==> src/rtl/flow_led.sv <==
// rtl/flow_led.sv - flowing-light LED driver; macro FLOW_LED_SIM_FAST_EN reads FLOW_PERIOD as cycles
module flow_led #(
  parameter int         LED_NUM     = 8,
  parameter logic       LED_ON_MODE = 1'b1,
  parameter int         CLK_FREQ    = 50_000_000,
  parameter int         FLOW_PERIOD = 1,
  parameter logic [1:0] FLOW_MODE   = 2'd0
) (
  input  logic               clk,
  input  logic               rst_n,
  input  logic               en_i,
  output logic [LED_NUM-1:0] led_o
);

`ifdef FLOW_LED_SIM_FAST_EN
  localparam int STEP_CYC = FLOW_PERIOD;
`else
  localparam int STEP_CYC = (CLK_FREQ / 1000) * FLOW_PERIOD;
`endif

  localparam int                 CNT_W    = (STEP_CYC > 1) ? $clog2(STEP_CYC) : 1;
  localparam logic [CNT_W-1:0]   CNT_LAST = CNT_W'(STEP_CYC - 1);
  // Right rotation starts at the top LED; every other mode starts at bit0.
  localparam logic [LED_NUM-1:0] PAT_INIT = (FLOW_MODE == 2'd1) ?
                                            (LED_NUM'(1) << (LED_NUM - 1)) : LED_NUM'(1);
  localparam logic [LED_NUM-1:0] LED_OFF  = {LED_NUM{~LED_ON_MODE}};

  // run_q distinguishes the load edge from later edges, since bar-fill
  // legitimately passes through an all-zero pattern while running.
  logic               run_q, run_d;
  logic               dir_right_q, dir_right_d;
  logic [CNT_W-1:0]   cnt_q, cnt_d;
  logic [LED_NUM-1:0] pat_q, pat_d;
  logic [LED_NUM-1:0] led_q, led_d;
  logic [LED_NUM-1:0] adv_pat;
  logic               adv_dir_right;

  // State register: async reset to dark, direction left, counter cleared.
  always_ff @(posedge clk or negedge rst_n) begin
    if (!rst_n) begin
      run_q       <= 1'b0;
      dir_right_q <= 1'b0;
      cnt_q       <= '0;
      pat_q       <= '0;
      led_q       <= LED_OFF;
    end else begin
      run_q       <= run_d;
      dir_right_q <= dir_right_d;
      cnt_q       <= cnt_d;
      pat_q       <= pat_d;
      led_q       <= led_d;
    end
  end

  // Pattern and direction one step ahead of the current pattern.
  always_comb begin
    adv_pat       = pat_q;
    adv_dir_right = dir_right_q;
    case (FLOW_MODE)
      2'd0: begin
        for (int i = 0; i < LED_NUM; i++) adv_pat[(i + 1) % LED_NUM] = pat_q[i];
      end
      2'd1: begin
        for (int i = 0; i < LED_NUM; i++) adv_pat[i] = pat_q[(i + 1) % LED_NUM];
      end
      2'd2: begin
        // A single LED has nowhere to bounce, so it simply stays lit.
        if (LED_NUM > 1) begin
          adv_pat = '0;
          if (!dir_right_q) begin
            for (int i = 0; i < LED_NUM - 1; i++) adv_pat[i + 1] = pat_q[i];
            if (adv_pat[LED_NUM-1]) adv_dir_right = 1'b1;
          end else begin
            for (int i = 0; i < LED_NUM - 1; i++) adv_pat[i] = pat_q[i + 1];
            if (adv_pat[0]) adv_dir_right = 1'b0;
          end
        end
      end
      default: begin
        // Fill from bit0 until full, then one dark step, then start again.
        if (&pat_q) begin
          adv_pat = '0;
        end else begin
          adv_pat[0] = 1'b1;
          for (int i = 0; i < LED_NUM - 1; i++) adv_pat[i + 1] = pat_q[i];
        end
      end
    endcase
  end

  // Next state: clear while disabled, load on first enabled edge, advance on counter wrap.
  always_comb begin
    run_d       = run_q;
    dir_right_d = dir_right_q;
    cnt_d       = cnt_q;
    pat_d       = pat_q;
    if (!en_i) begin
      run_d       = 1'b0;
      dir_right_d = 1'b0;
      cnt_d       = '0;
      pat_d       = '0;
    end else if (!run_q) begin
      run_d       = 1'b1;
      dir_right_d = 1'b0;
      cnt_d       = '0;
      pat_d       = PAT_INIT;
    end else if (cnt_q == CNT_LAST) begin
      cnt_d       = '0;
      pat_d       = adv_pat;
      dir_right_d = adv_dir_right;
    end else begin
      cnt_d       = cnt_q + CNT_W'(1);
    end
  end

  // Output: drive polarity applied to the next pattern so led_o is a plain register.
  always_comb begin
    led_d = LED_ON_MODE ? pat_d : ~pat_d;
  end

  assign led_o = led_q;

endmodule

==> config.mk <==
export PLATFORM = sky130hd
export DESIGN_NAME = flow_led
export DESIGN_NICKNAME = d
export VERILOG_FILES = /design/src/rtl/flow_led.sv
export SDC_FILE = /design/constraint.sdc
export NUM_CORES = 1
export LEC_CHECK = 0
export CAP_MARGIN = 0
export CORE_UTILIZATION = 25
export CTS_CLUSTER_SIZE = 24
export DETAILED_ROUTE_END_ITERATION = 16
export GPL_TIMING_DRIVEN = 0
export MAX_ROUTING_LAYER = met4
export PLACE_DENSITY = 0.45
export SYNTH_ARGS = -nofsm -noshare
export SYNTH_HDL_FRONTEND = slang
export SYNTH_SLANG_ARGS = --single-unit
==> constraint.sdc <==
create_clock -name clk -period 4.11 [get_ports clk]
set_clock_uncertainty 0.2 [all_clocks]
set_input_delay 0.822 -clock clk [delete_from_list [all_inputs] [get_ports clk]]
set_output_delay 0.822 -clock clk [all_outputs]
set_load 0.01 [all_outputs]
==> results.cfg <==
[run_status]
outcome = finished clean

[worst_setup_path]
path_class = flop to primary output
path_cells = clkdlybuf4s50_1
cp.required_ns = 3.09
max_stage_delay_ns = 0.56
cp_slowest_cell = clkdlybuf4s50_1
start_kind = flop
cpLargestDelayFamily = buffers and inverters
cp.arrival_ns = 1.21
crit_fanout = 3
cp-end-kind = primary output
crit_buf_inv = 1

[yosys]
synth_xor_area_share_pct = 9.69
synth_area_sq_um = 1170
synth_warnings = 0
synth_cell_types = 24
synthMuxAreaShare_pct = 5.96
synthTopCellsByCount = nor2_1 (26), dfrtp_1 (25), xnor2_1 (11), mux2i_1 (7)
async_flop_share_pct = 100
synthCells = 111
synth_top_area_cell = dfrtp_1
syn_area_per_cell_sq_um = 10.6
synth_compound_area_share_pct = 2.13
synth_simple_gate_area_share_pct = 23.1
syn_nets = 115
yosysMostFrequentCell = nor2_1
synthAdderAreaFrac_pct = 1.06
synth_area_leaders = dfrtp_1 (53%), nor2_1 (8.3%), xnor2_1 (8.2%)
synth_seq_cells = 25
synth_seq_area_share_pct = 53.2
synth-edff-count = 0
synth_top_family_by_area = simple AND/OR/NAND/NOR gates
netlist.area_leader.share_pct = 53.2
synthFlopType = dfrtp_1

[clock_network]
cts_buffer_depth = 2
htree_levels = 1
path_clk_slew_ns = 0.09
root_buffer = clkbuf_8
cts_hold_buffers = 0
postCtsSetupBuffers = 0
cts_tree = built
numClockSinks = 25
post_cts_resized = 0
clk_latency_ns = 0.27
cts_buffers = 3

[finish]
area_delta_synth_final_pct = 18.0
fin_nets = 130
nFillCells = 474
seqCellArea_sq_um = 626
drive_above_1_share_pct = 8.80
num_antenna_cells = 0
multi_input_area_sq_um = 493

[routing]
wirelength_mm = 2.13
first_pass_iters = 3
dr.max_layer_used = met4
viasPerCell = 4.60
wl_met1_mm = 1.03
drt-initial-drc-count = 28
vias = 814
route.met3.wl_um = 24
wl_met2_mm = 1.01
final_antenna_net_count = 0
drc_errors = 0
wire_per_inst_um = 12.1

[sta]
tightest_slew_ns = 1.09
period_share_pct = 54.4
finalSetupTns_ns = 0
setup_viol_count_final = 0
layout_min_cycle_time_ns = 2.23
rsz0062_at_grt = false
max-slew-margin-rel_pct = 27.1
hold_viol_final = 0
max_freq_mhz = 447
drv_slew = 0

[power_and_ir_drop]
leakagePower_nw = 0.516
p_per_area_nw_per_um2 = 298
ir_drop_mv = 0.110
design_power_total_w = 0.000414

[floorplanning]
die_width_um = 70.6
io_pins = 11
start_util_pct = 26.4
die_area_sq_um = 4980
core-area_sq_um = 4440
rows = 24
chipHeight_um = 70.6

[run]
cap_viol_max_count = 0

[global_route]
grt_overflow = 0
antenna_found_initial = 0
gr-usage-all-layers_pct = 9.96
grt_max_degree = 26
grt_pass1_wl_mm = 3.70
grt_pass1_vias = 818

[min_path]
min_path_type = flop to flop

[placement]
routabilityCongestion = 0.737
dp_hpwl_mm = 1.53
port_buffers = 10
==> power breakdown <==
group | internal, W | switching [W]
registers | 0.000248 | 0.00000180
logic | 0.00000689 | 0.0000106
clock network | 0.0000678 | 0.0000788
==> state kept, by name, summed over array words and instances (netlist names) <==
name   count
run_q      1
cnt_q     16
led_o      8
==> logic make-up after synthesis <==
logic type	after synthesis
buffers and inverters	8
AND/OR/NAND/NOR	54
AO/OA/AOI/OAI	3
multiplexers	7
flip-flops	25
XOR/XNOR	13
adder cells (fa/ha/maj)	1
==> stage by stage <==
step | utilization, % | instances | worst slack, ns | hold WS [ns] | area [sq um]
after floorplan | - | 111 | 2.20 | 0.249 | 1170
final | 31.2 | 177 | 1.88 | 0.286 | 1390
after global routing | 31.2 | 177 | 1.84 | 0.301 | 1390
after detailed placement | 30.2 | 173 | 1.66 | 0.276 | 1340
after global placement | 30.2 | 173 | 1.69 | 0.275 | 1340
after CTS | 31.2 | 177 | 1.87 | 0.288 | 1390
==> layout by cell type, fill, tap and decap left out, types with 3 or more instances in the layout <==
| cell type | Yosys | final |
|---|---|---|
| nor4_1 | 3 | 3 |
| nand3_1 | 4 | 4 |
| nand4_1 | 5 | 5 |
| nand2_1 | 4 | 4 |
| nor3_1 | 4 | 4 |
| dfrtp_1 | 25 | 25 |
| clkbuf_8 | 0 | 3 |
| xnor2_1 | 11 | 11 |
| inv_1 | 5 | 5 |
| nor2_1 | 26 | 26 |
| mux2i_1 | 7 | 7 |
| clkdlybuf4s50_1 | 0 | 10 |
==> path summary, 6_finish.rpt <==
| check | slack (ns) | from | depth (start not counted) | endpoint |
|---|---|---|---|---|
| worst max register to register | 2.07 | cnt_q[0]$_DFF_PN0_ | 8 | cnt_q[12]$_DFF_PN0_ |
| worst min register to register | 0.29 | cnt_q[0]$_DFF_PN0_ | 1 | cnt_q[0]$_DFF_PN0_ |
| min in group asynchronous | 0.94 | rst_n | 1 | cnt_q[13]$_DFF_PN0_ |
| max in group asynchronous | 2.12 | rst_n | 1 | cnt_q[7]$_DFF_PN0_ |
| worst min-delay path | 0.29 | cnt_q[0]$_DFF_PN0_ | 1 | cnt_q[0]$_DFF_PN0_ |
| worst max-delay path | 1.88 | led_o[5]$_DFFE_PN0P_ | 1 | led_o[5] |
==> final cells by class <==
type | count | area share [%]
clock inverters | 1 | 0.361
clock buffers | 3 | 2.98
well taps | 52 | 4.69
flip-flops and latches | 25 | 45.1
multi-input cells | 78 | 35.6
inverters | 5 | 1.35
plain buffers | 3 | 2.71
repair buffers | 10 | 7.22
==> routing by layer <==
metal  global-route usage, %  up-vias
met5                       -        -
met4                    6.67        0
met3                    1.71        4
met2                    15.9        4
met1                    11.6      402
li1                        -      404
Note: power is estimated with default switching activity, not from simulation.
